===== config.mk =====
export PLATFORM = sky130hd
export DESIGN_NAME = mem_port_arbiter
export DESIGN_NICKNAME = d
export VERILOG_FILES = /design/src/rtl/mem_port_arbiter.sv
export SDC_FILE = /design/constraint.sdc
export NUM_CORES = 1
export LEC_CHECK = 0
export ABC_AREA = 1
export BUFFER_PORTS_ARGS = -buffer_cell sky130_fd_sc_hd__buf_4
export CORE_AREA = 2 2 119 121
export DETAILED_ROUTE_END_ITERATION = 12
export DIE_AREA = 0 0 121 123
export HOLD_SLACK_MARGIN = 0.02
export PLACE_DENSITY = 0.72
export SLEW_MARGIN = 25
export SYNTH_ARGS = -nofsm -noshare
export SYNTH_HDL_FRONTEND = slang
export SYNTH_SLANG_ARGS = --single-unit
export TNS_END_PERCENT = 20

===== constraint.sdc =====
create_clock -name clk -period 1.45 [get_ports clk]
set_input_delay 0.29 -clock clk [delete_from_list [all_inputs] [get_ports clk]]
set_output_delay 0.29 -clock clk [all_outputs]
set_load 0.01 [all_outputs]

===== src/rtl/mem_port_arbiter.sv =====
// mem_port_arbiter: shares one sram-like memory port between an instruction
// requester and a data requester. One outstanding transaction at a time;
// request fields are latched at grant so the memory side sees stable values
// regardless of what the requester does afterwards.
module mem_port_arbiter #(
  parameter bit DATA_PRIO = 1'b1
) (
  input  logic        clk,
  input  logic        resetn,

  input  logic        inst_req,
  input  logic        inst_wr,
  input  logic [1:0]  inst_size,
  input  logic [31:0] inst_addr,
  input  logic [31:0] inst_wdata,
  output logic        inst_addr_ok,
  output logic        inst_data_ok,
  output logic [31:0] inst_rdata,

  input  logic        data_req,
  input  logic        data_wr,
  input  logic [1:0]  data_size,
  input  logic [31:0] data_addr,
  input  logic [31:0] data_wdata,
  output logic        data_addr_ok,
  output logic        data_data_ok,
  output logic [31:0] data_rdata,

  output logic        mem_req,
  output logic        mem_wr,
  output logic [1:0]  mem_size,
  output logic [31:0] mem_addr,
  output logic [31:0] mem_wdata,
  input  logic        mem_addr_ok,
  input  logic        mem_data_ok,
  input  logic [31:0] mem_rdata,

  input  logic        flush
);

  typedef enum logic [1:0] {
    IDLE = 2'd0,
    ADDR = 2'd1,
    DATA = 2'd2
  } state_t;

  state_t      state_q;
  state_t      state_d;
  logic        grant_q;   // 0 = inst, 1 = data
  logic        cancel_q;
  logic        lat_wr;
  logic [1:0]  lat_size;
  logic [31:0] lat_addr;
  logic [31:0] lat_wdata;

  logic        any_req;
  logic        grant_win;
  logic        addr_hs;
  logic        data_hs;
  logic        inst_ok_en;

  assign any_req   = inst_req | data_req;
  assign grant_win = data_req & (DATA_PRIO | ~inst_req);

  // State register
  always_ff @(posedge clk or negedge resetn) begin
    if (!resetn) begin
      state_q <= IDLE;
    end else begin
      state_q <= state_d;
    end
  end

  // Next-state logic: one address phase, one data phase, then back to IDLE
  always_comb begin
    state_d = state_q;
    case (state_q)
      IDLE:    if (any_req)     state_d = ADDR;
      ADDR:    if (mem_addr_ok) state_d = DATA;
      DATA:    if (mem_data_ok) state_d = IDLE;
      default:                  state_d = IDLE;
    endcase
  end

  // Grant, latched request fields and instruction-side cancel flag
  always_ff @(posedge clk or negedge resetn) begin
    if (!resetn) begin
      grant_q   <= 1'b0;
      cancel_q  <= 1'b0;
      lat_wr    <= 1'b0;
      lat_size  <= '0;
      lat_addr  <= '0;
      lat_wdata <= '0;
    end else begin
      case (state_q)
        IDLE: begin
          cancel_q <= 1'b0;
          if (any_req) begin
            grant_q   <= grant_win;
            lat_wr    <= grant_win ? data_wr    : inst_wr;
            lat_size  <= grant_win ? data_size  : inst_size;
            lat_addr  <= grant_win ? data_addr  : inst_addr;
            lat_wdata <= grant_win ? data_wdata : inst_wdata;
          end
        end
        ADDR: begin
          if (flush && !grant_q) cancel_q <= 1'b1;
        end
        DATA: begin
          // Completion wins over a same-cycle flush: the flag must not
          // leak into the next transaction.
          if (mem_data_ok)            cancel_q <= 1'b0;
          else if (flush && !grant_q) cancel_q <= 1'b1;
        end
        default: cancel_q <= 1'b0;
      endcase
    end
  end

  // Memory-side drive and per-side handshake decode
  always_comb begin
    mem_req      = (state_q == ADDR);
    mem_wr       = lat_wr;
    mem_size     = lat_size;
    mem_addr     = lat_addr;
    mem_wdata    = lat_wdata;

    addr_hs      = mem_req & mem_addr_ok;
    data_hs      = (state_q == DATA) & mem_data_ok;
    // A flush arriving in the handshake cycle itself must also suppress.
    inst_ok_en   = ~grant_q & ~cancel_q & ~flush;

    inst_addr_ok = addr_hs & inst_ok_en;
    inst_data_ok = data_hs & inst_ok_en;
    data_addr_ok = addr_hs & grant_q;
    data_data_ok = data_hs & grant_q;

    inst_rdata   = inst_data_ok ? mem_rdata : '0;
    data_rdata   = data_data_ok ? mem_rdata : '0;
  end

endmodule


==> results of run 1 <==
==> worst paths after layout <==
path                                  to  slack (ps)          start
setup / recovery           inst_rdata[2]        -400        grant_q
min in group asynchronous    mem_addr[5]         520         resetn
hold reg to reg            mem_wdata[30]         480  mem_wdata[30]
setup reg to reg            mem_addr[24]         -40     state_q[0]
max in group asynchronous   mem_addr[15]         620         resetn
hold / removal                state_q[1]         230    mem_addr_ok
==> layer usage <==
layer / wire (um) / up-vias
li1: - / 2503
met1: 5608 / 2138
met2: 7435 / 194
met3: 1067 / 21
met4: 263 / 0
met5: 0 / -
==> what timing repair did <==
action / in CTS / in global routing
setup endpoints to repair: 69 / 137
resized for setup: 22 / 7
endpoints found under the hold margin: 71 / 0
hold buffers: 1 / 0
pin swaps: 3 / 1
gates cloned: 2 / 0
buffers inserted: 5 / 0
==> stage by stage <==
| stage | instance area (um^2) | setup WS, ps | power (mW) | setup TNS, ps |
|---|---|---|---|---|
| finish | 7308 | -396.1 | 11.81 | -25410 |
| floorplan | 4106 | -78.14 | 5.957 | -3204 |
| detailed placement | 6744 | -81.10 | 8.901 | -3436 |
| global placement | 6744 | -43.64 | 8.828 | -1720 |
| global route | 7308 | -511.4 | 12.68 | -36770 |
| CTS | 7281 | -413.4 | 11.89 | -25610 |
==> worst max-delay path: stages (launching register included) <==
cell	delay [ps]
dfrtp_1	370
inv_1	70
nand3_1	160
nor2_4	210
inv_6	80
buf_12	150
nor2_2	70
buf_4	120
==> flip-flops by register name (all words and copies together), names as in the netlist <==
register,cells
mem_size,2
mem_wdata,32
state_q,2
grant_q,1
mem_wr,1
cancel_q,1
mem_addr,32
==> power by group <==
group          switching, mW  total (mW)  internal (mW)
sequential             0.540        3.47           2.93
combinational           2.94        5.61           2.67
clock                  0.831        2.73           1.90
==> cells in the final DEF, fill, tap and decap left out, types with 4 or more instances in the layout <==
cell       count
nor2_2        34
nand2_1      412
dfrtp_1       71
buf_12        10
nor2_1        31
bufinv_16      4
buf_4        320
inv_2          4
inv_1         39
clkbuf_16      9
==> kinds of logic after synthesis <==
| kind of cell | count (synthesis) |
|---|---|
| buffers and inverters | 80 |
| AO/OA/AOI/OAI | 3 |
| flip-flops | 71 |
| adder cells (fa/ha/maj) | 3 |
| AND/OR/NAND/NOR | 487 |
==> layout make-up <==
| type | count | area [um^2] |
|---|---|---|
| fillers | 1330 | 6304 |
| repair buffers | 336 | 2701 |
| multi-input cells | 493 | 2058 |
| flip-flops and latches | 71 | 1777 |
| clock buffers | 10 | 239.0 |
| well taps | 180 | 225.2 |
| inverters | 45 | 176.4 |
| clock inverters | 5 | 128.9 |
| diodes | 1 | 2.502 |
==> flow_metrics.py, run 1 <==
metrics = {
    "critical_path": {
        "cp_max_fo": 10,
        "cp-end-kind": "output pin",
        "arrival_ps": 1560,
        "critical_path_class": "reg2out",
        "cp-start-kind": "flip-flop",
        "r2r_cells": 8,
        "worstPathRequired_ps": 1160,
    },
    "clock_tree": {
        "path_clk_slew_ps": 60,
        "cts_root_buf": "clkbuf_16",
        "clkSinkCount": 71,
        "insertion_delay_ps": 330,
        "cts_buffers": 9,
        "cts_tree": "yes",
        "max-clock-path-buffers": 2,
        "htreeDepth": 3,
    },
    "run": {
        "drv_cap": 0,
    },
    "floorplanning": {
        "io_pins": 309,
        "fp.dieW_um": 121,
        "fp-row-count": 43,
        "die-area_um2": 14880,
        "core-area_um2": 13610,
        "start_util_pct": 29.37,
        "fp.dieH_um": 123,
    },
    "synth": {
        "synthCells": 644,
        "synthXorXnorAreaFrac_pct": 0,
        "synth_seq_cells": 71,
        "synthTopCellsByArea": "dfrtp_1 44%, nand2_1 39%, nor2_1 6.3%",
        "syn_area_um2": 3998,
        "synth.largest_area_cell": "dfrtp_1",
        "ys_seq_area_share_pct": 44.44,
        "synthArstFlopShare_pct": 100.0,
        "synthFlopType": "dfrtp_1",
        "ys_types": 16,
        "synthSimpleGateAreaFrac_pct": 45.95,
        "synth_most_common_cell": "nand2_1",
        "synth_nets": 820,
        "synth_top_family_by_area": "simple AND/OR/NAND/NOR gates",
        "synth_top_cell_area_share_pct": 44.44,
        "synth_compound_area_share_pct": 0.6573,
        "synth-edff-count": 0,
        "synth_mux_area_share_pct": 0,
        "ys_top_cells_by_count": "414 x nand2_1, 71 x dfrtp_1, 67 x nor2_1, 44 x inv_1, 22 x clkbuf_1",
        "yosys.area_share.adder_pct": 0.9390,
        "ys_warn_count": 0,
        "syn_area_per_cell_um2": 6.207,
    },
    "detailed_routing": {
        "wl_um": 14370,
        "vias": 4856,
        "dr.pass1.iters": 4,
        "avgRoutedWirePerCell_um": 12.60,
        "viasPerCell": 4.256,
        "ant_nets": 0,
        "drc": 0,
        "drt_iter0_drc": 182,
    },
    "pwr": {
        "p_leak_nw": 4.422,
        "power_density_nw_per_um2": 1617,
        "ir_drop_mv": 0.6772,
    },
    "min_path": {
        "hp-class": "in2reg",
        "hold_depth": 3,
    },
    "sta": {
        "slew_headroom_pct": 74.55,
        "worst_pin_slew_ps": 381.7,
        "finalMaxSlewViolations": 0,
        "whs_ps": 233.5,
        "fmaxAchievable_ghz": 0.5417,
        "hold_viol_final": 0,
        "setup_viol": 112,
        "skew_ps": 5.308,
        "fin_crit_ps": 1846,
        "rsz0062_at_grt": "true",
        "fin_ws_ps": -396.1,
        "finalCritPeriodShare_pct": 127.3,
    },
    "global_route": {
        "grt_first_pass_wirelength_um": 22040,
        "grt_use_met1_pct": 20.98,
        "grt_pass1_vias": 4499,
        "gr-total-overflow": 0,
        "use_met2_pct": 34.02,
        "track_usage_pct": 18.63,
        "grt_max_degree": 72,
        "met3_usage_pct": 4.705,
        "antenna_found_initial": 1,
        "top_usage_layer": "met2",
    },
    "placement": {
        "place.gp.congestion": 0.7980,
        "port_buffers": 308,
        "hpwl_um": 10880,
        "dp.cells": 1118,
    },
    "layout": {
        "layoutNonFillerInstCount": 1141,
        "final_core_util_pct": 53.69,
        "finalNetCount": 1132,
        "final_layout_size_suffix_gt1_share_pct": 41.67,
        "syn_to_final_growth_pct": 82.82,
    },
    "outcome": {
        "status": "finished with violations",
        "violations": "setup timing",
    },
}
Note: power is estimated with default switching activity, not from simulation.
==> inputs of run 2 (changes only) <==
ABC_AREA = not set   (was 1)
PLACE_DENSITY = 0.7   (was 0.72)
SLEW_MARGIN = not set   (was 25)
==> run 2 against run 1 <==
- the run still ends with setup timing left
- clock power fell by 26%
- register-to-register slack got worse by 140 ps
- combinational power fell by 1%
- first-iteration DRC count fell by 37%
- maximum frequency fell by 8.7%
- sequential power rose by 1%
- non-clock buffer count rose by 2
- count of clock-buffer cells in the layout rose by 3
- critical endpoint is now data_rdata[29]
- largest cell class unchanged
- largest power group unchanged
- highest routed layer unchanged
==> flow_metrics.py, run 2 <==
metrics = {
    "synth": {
        "synth_top_family_by_area": "simple AND/OR/NAND/NOR gates",
        "synthCells": 388,
        "synth-edff-count": 0,
        "yosys.area_share.adder_pct": 0.9839,
        "syn_area_um2": 3815,
        "synth_compound_area_share_pct": 10.27,
        "syn_area_per_cell_um2": 9.832,
        "synthXorXnorAreaFrac_pct": 0,
        "synth_top_cell_area_share_pct": 46.57,
        "synthTopCellsByArea": "dfrtp_1 47%, mux2i_1 18%, and2_1 10%",
        "synth.largest_area_cell": "dfrtp_1",
        "synth_nets": 564,
        "synthArstFlopShare_pct": 100.0,
        "ys_types": 24,
        "ys_top_cells_by_count": "71 x dfrtp_1, 70 x nand2_1, 67 x mux2i_1, 64 x and2_1, 40 x o21ai_0",
        "ys_seq_area_share_pct": 46.57,
        "synthFlopType": "dfrtp_1",
        "synthSimpleGateAreaFrac_pct": 19.48,
        "ys_warn_count": 0,
        "synth_mux_area_share_pct": 17.58,
        "synth_seq_cells": 71,
        "synth_most_common_cell": "dfrtp_1",
    },
    "min_path": {
        "hold-path-endpoint": "mem_wdata[13]",
        "hp-class": "in2reg",
        "min_from": "inst_wdata[13]",
        "hold_depth": 3,
    },
    "layout": {
        "fill_cells": 1210,
        "diodes": 0,
        "regArea_um2": 1777,
        "multi_input_area_um2": 2014,
        "syn_to_final_growth_pct": 87.04,
        "stdcell_area_um2": 7136,
        "final_layout_size_suffix_gt1_share_pct": 57.00,
        "mostFrequentLayoutCell": "buf_4",
        "final_cell_mix": "277 x buf_4, 71 x dfrtp_1, 69 x nand2_1, 67 x mux2i_1, 62 x o21ai_1",
        "finalNetCount": 885,
        "final_core_util_pct": 52.42,
    },
    "critical_path": {
        "r2r_cells": 8,
        "cp-start-kind": "flip-flop",
        "r2r_start": "state_q[0]",
        "worstPathRequired_ps": 1160,
        "arrival_ps": 1730,
        "r2r_slack_ps": -180,
        "cp-end-kind": "output pin",
        "cp_max_fo": 16,
        "r2r-end": "mem_addr[29]",
        "critical_path_class": "reg2out",
    },
    "floorplanning": {
        "start_util_pct": 28.03,
        "io_pins": 309,
        "die-area_um2": 14880,
        "fp-row-count": 43,
        "core-area_um2": 13610,
        "fp.dieW_um": 121,
        "fp.dieH_um": 123,
    },
    "global_route": {
        "gr-total-overflow": 0,
        "track_usage_pct": 17.35,
        "grt_pass1_vias": 4045,
        "grt_first_pass_wirelength_um": 19970,
        "antenna_found_initial": 0,
        "grt_max_degree": 72,
    },
    "detailed_routing": {
        "avgRoutedWirePerCell_um": 15.44,
        "drt_iter0_drc": 115,
        "vias": 4004,
        "dr.pass1.iters": 3,
        "drc": 0,
        "wl_um": 13800,
        "ant_nets": 0,
        "viasPerCell": 4.479,
    },
    "pwr": {
        "p_clk_share_pct": 18.3,
        "sw_frac_of_total_pct": 35.83,
        "p_leak_nw": 3.746,
        "switchingPower_mw": 3.968,
        "ir_drop_mv": 0.6872,
        "finalPower_mw": 11.07,
        "comb_power_share_pct": 50.0,
        "pwr-share-seq_pct": 31.7,
        "power_density_nw_per_um2": 1552,
        "internal-power_mw": 7.106,
    },
    "placement": {
        "dpl_cell_area_um2": 6392,
        "place.gp.congestion": 0.8065,
        "port_buffers": 308,
        "hpwl_um": 10650,
    },
    "clock_tree": {
        "htreeDepth": 3,
        "cts_root_buf": "clkbuf_16",
        "cts_tree": "yes",
        "clkSinkCount": 71,
        "cts_buffers": 9,
        "path_clk_slew_ps": 50,
        "insertion_delay_ps": 320,
        "max-clock-path-buffers": 2,
    },
    "outcome": {
        "violations": "setup timing",
        "status": "finished with violations",
    },
    "run": {
        "drv_cap": 0,
    },
    "sta": {
        "fmaxAchievable_ghz": 0.4948,
        "worst_pin_slew_ps": 390.0,
        "hold_viol_final": 0,
        "setup_viol": 138,
        "rsz0062_at_grt": "true",
        "fin_crit_ps": 2021,
        "skew_ps": 6.600,
        "finalMaxSlewViolations": 0,
        "slew_headroom_pct": 74.00,
        "finalCritPeriodShare_pct": 139.4,
        "fin_ws_ps": -571.0,
    },
}
[run 2: cells by family (layout without fill, tap and decap cells)]
family / Yosys count / in the layout
AO/OA/AOI/OAI: 72 / 72
multiplexers: 67 / 67
AND/OR/NAND/NOR: 145 / 145
buffers and inverters: 30 / 356
adder cells (fa/ha/maj): 3 / 3
flip-flops: 71 / 71
[run 2: how the worst max path moves through the flow]
stage	startpoint	depth (start not counted)	slack, ps	endpoint
after global routing	state_q[1]	6	-630	data_rdata[29]
final	state_q[1]	6	-570	data_rdata[29]
after detailed placement	state_q[0]	7	-240	inst_rdata[9]
after CTS	state_q[0]	8	-540	inst_rdata[9]
after global placement	state_q[0]	7	-160	inst_rdata[6]
after floorplan	state_q[0]	6	-100	inst_rdata[10]
[run 2: cell type report]
class                           instances  area share, %
Multi-Input combinational cell        287          28.23
Clock buffer                           13          3.647
Clock inverter                          3         0.2455
Timing Repair Buffer                  338          39.68
Tap cell                              180          3.156
Inverter                                2         0.1403
Sequential cell                        71          24.90
[run 2: critical path, stage by stage (launching register included)]
cell and delay (ps):
dfrtp_1 420, ha_4 190, buf_4 130, and3_4 180, clkbuf_16 170, and2_1 170, buf_4 140
[run 2: stage by stage]
step                setup TNS [ps]  hold slack (ps)  setup slack, ps  std cells
CTS                         -36980            218.7           -541.5        889
global placement             -6884            330.1           -159.3        867
global route                -55530            228.3           -632.2        894
finish                      -43000            232.7           -571.0        894
floorplan                    -4757           -5.591           -101.8        388
detailed placement          -11380            333.2           -240.8        867
[run 2: power by group through the flow]
stage | clock network [mW] | registers [mW] | logic (mW)
global placement | 0 | 3.48 | 4.98
CTS | 2.10 | 3.53 | 5.41
finish | 2.02 | 3.51 | 5.54
global route | 2.21 | 3.65 | 6.07
detailed placement | 0 | 3.53 | 5.12
floorplan | 0 | 3.91 | 1.97
[run 2: layer usage]
metal | wire (um) | global-route usage (%)
met5 | 0 | 0
met4 | 354 | 5.305
met3 | 1186 | 5.858
met2 | 7619 | 34.06
met1 | 4640 | 17.03
[run 2: repair_timing]
| item | in CTS | in global routing |
|---|---|---|
| cloned | 2 | 3 |
| hold endpoints to repair | 71 | 0 |
| resized for setup | 73 | 75 |
| setup endpoints to repair | 117 | 135 |
| hold buffers | 1 | 0 |
| pin swaps | 6 | 36 |
| buffers inserted | 3 | 2 |
==> inputs of run 3 (changes only) <==
SETUP_SLACK_MARGIN = 0.2   (was not set)
clock period = 1.7 ns   (was 1.45 ns; I/O delays follow)
==> run 3 against run 2 <==
- the flow still finishes with violations (setup timing)
- first-iteration DRC count is 18% lower
- global-route usage is 1.1 points lower
- combinational power fell by 25%
- design area is 6.4% lower
- die area unchanged
- highest routed layer unchanged
==> flow_metrics.py, run 3 (synthesis results as in run 2) <==
metrics = {
    "sta": {
        "worst_pin_slew_ps": 369.6,
        "fin_crit_ps": 1965,
        "fin_ws_ps": -265.2,
        "whs_ps": 23.63,
        "rsz0062_at_grt": "true",
        "tns_ps": -15040,
        "setup_viol": 67,
        "finalMaxSlewViolations": 0,
        "slew_headroom_pct": 75.36,
        "skew_ps": 5.502,
        "fmaxAchievable_ghz": 0.5089,
        "hold_viol_final": 0,
        "finalCritPeriodShare_pct": 115.6,
    },
    "clock_tree": {
        "htreeDepth": 3,
        "clkSinkCount": 71,
        "path_clk_slew_ps": 60,
        "postCtsHoldBufs": 0,
        "cts_tree": "yes",
        "post_cts_buffers": 0,
        "insertion_delay_ps": 320,
        "max-clock-path-buffers": 2,
        "cts_buffers": 9,
        "cts_root_buf": "clkbuf_16",
    },
    "global_route": {
        "grt_first_pass_wirelength_um": 19100,
        "antenna_found_initial": 0,
        "grt_use_met1_pct": 16.92,
        "met3_usage_pct": 5.212,
        "grt_max_degree": 72,
        "use_met2_pct": 30.86,
        "grt_pass1_vias": 3813,
        "top_usage_layer": "met2",
        "track_usage_pct": 16.28,
        "gr-total-overflow": 0,
    },
    "placement": {
        "place.gp.congestion": 0.8152,
        "place_ws_ps": -21.53,
        "port_buffers": 308,
        "dpl_cell_area_um2": 6332,
        "hpwl_um": 10340,
    },
    "critical_path": {
        "r2r_start": "state_q[1]",
        "r2r_cells": 5,
        "cp_num_buf_inv": 3,
        "critPathTopFamily": "buffers and inverters",
        "r2r-end": "state_q[1]",
        "cp-end-kind": "output pin",
        "path_depth": 7,
        "cpPeakStageDelay_ps": 390,
        "cp-start-kind": "flip-flop",
        "path_cells": "inv_2, ha_4, nand2_2, nor4_4, buf_6, and2_1, buf_4",
        "cp_max_fo": 23,
        "critical-path-slowest-cell": "dfrtp_1",
        "arrival_ps": 1630,
        "critical_path_class": "reg2out",
        "r2r_slack_ps": 200,
        "worstPathRequired_ps": 1360,
    },
    "run": {
        "drv_cap": 0,
    },
    "floorplanning": {
        "io_pins": 309,
        "core-area_um2": 13610,
        "fp.dieW_um": 121,
        "die-area_um2": 14880,
        "fp-row-count": 43,
        "start_util_pct": 28.03,
        "fp.dieH_um": 123,
    },
    "min_path": {
        "hp-class": "in2async",
    },
    "layout": {
        "final_cell_mix": "311 x buf_4, 70 x dfrtp_1, 69 x nand2_1, 67 x mux2i_1, 61 x and2_1",
        "fill_cells": 1299,
        "stdcell_area_um2": 6680,
        "finalNetCount": 866,
        "mostFrequentLayoutCell": "buf_4",
        "multi_input_area_um2": 1868,
        "regArea_um2": 1778,
        "final_layout_size_suffix_gt1_share_pct": 49.64,
        "diodes": 0,
        "final_core_util_pct": 49.08,
        "syn_to_final_growth_pct": 75.11,
    },
    "detailed_routing": {
        "vias": 3892,
        "wl_um": 12650,
        "dr.pass1.iters": 4,
        "avgRoutedWirePerCell_um": 14.46,
        "ant_nets": 0,
        "drc": 0,
        "drt_iter0_drc": 94,
        "viasPerCell": 4.448,
    },
    "pwr": {
        "ir_drop_mv": 0.5899,
        "p_leak_nw": 3.563,
        "power_density_nw_per_um2": 1375,
    },
    "outcome": {
        "violations": "setup timing",
        "status": "finished with violations",
    },
}
[run 3: cell type report]
cell class / instances / area share (%)
Tap cell: 180 / 3.371
Clock buffer: 11 / 3.634
Clock inverter: 5 / 1.217
Multi-Input combinational cell: 287 / 27.96
Sequential cell: 71 / 26.62
Timing Repair Buffer: 319 / 37.09
Inverter: 2 / 0.1124
[run 3: how the worst max path moves through the flow]
stage / to / slack [ps] / from
after floorplan: inst_rdata[10] / 100 / state_q[0]
after global placement: inst_rdata[6] / 40 / state_q[0]
after detailed placement: inst_rdata[21] / -20 / state_q[0]
after CTS: inst_rdata[21] / -290 / state_q[0]
after global routing: inst_rdata[21] / -380 / state_q[0]
final: inst_rdata[21] / -270 / state_q[0]
[run 3: where the power goes]
part | switching, mW | internal [mW] | total, mW
logic | 2.05 | 2.10 | 4.15
registers | 0.493 | 2.53 | 3.02
clock network | 0.696 | 1.32 | 2.02
total | 3.24 | 5.95 | 9.19
[run 3: stage by stage]
step	total power, mW	std cells
after floorplan	5.014	388
after global placement	7.085	859
after detailed placement	7.229	859
after CTS	9.323	875
after global routing	9.870	875
final	9.187	875
[run 3: routing by layer]
layer  wire, um  vias up
li1           -     1910
met1       4353     1780
met2       6924      187
met3       1188       15
met4        186        0
met5          0        -
[run 3: what timing repair did]
item                                    CTS  global route
pin swaps                                 4             0
endpoints found under the setup margin   69           138
endpoints found under the hold margin     0             0
resized for setup                         5             2
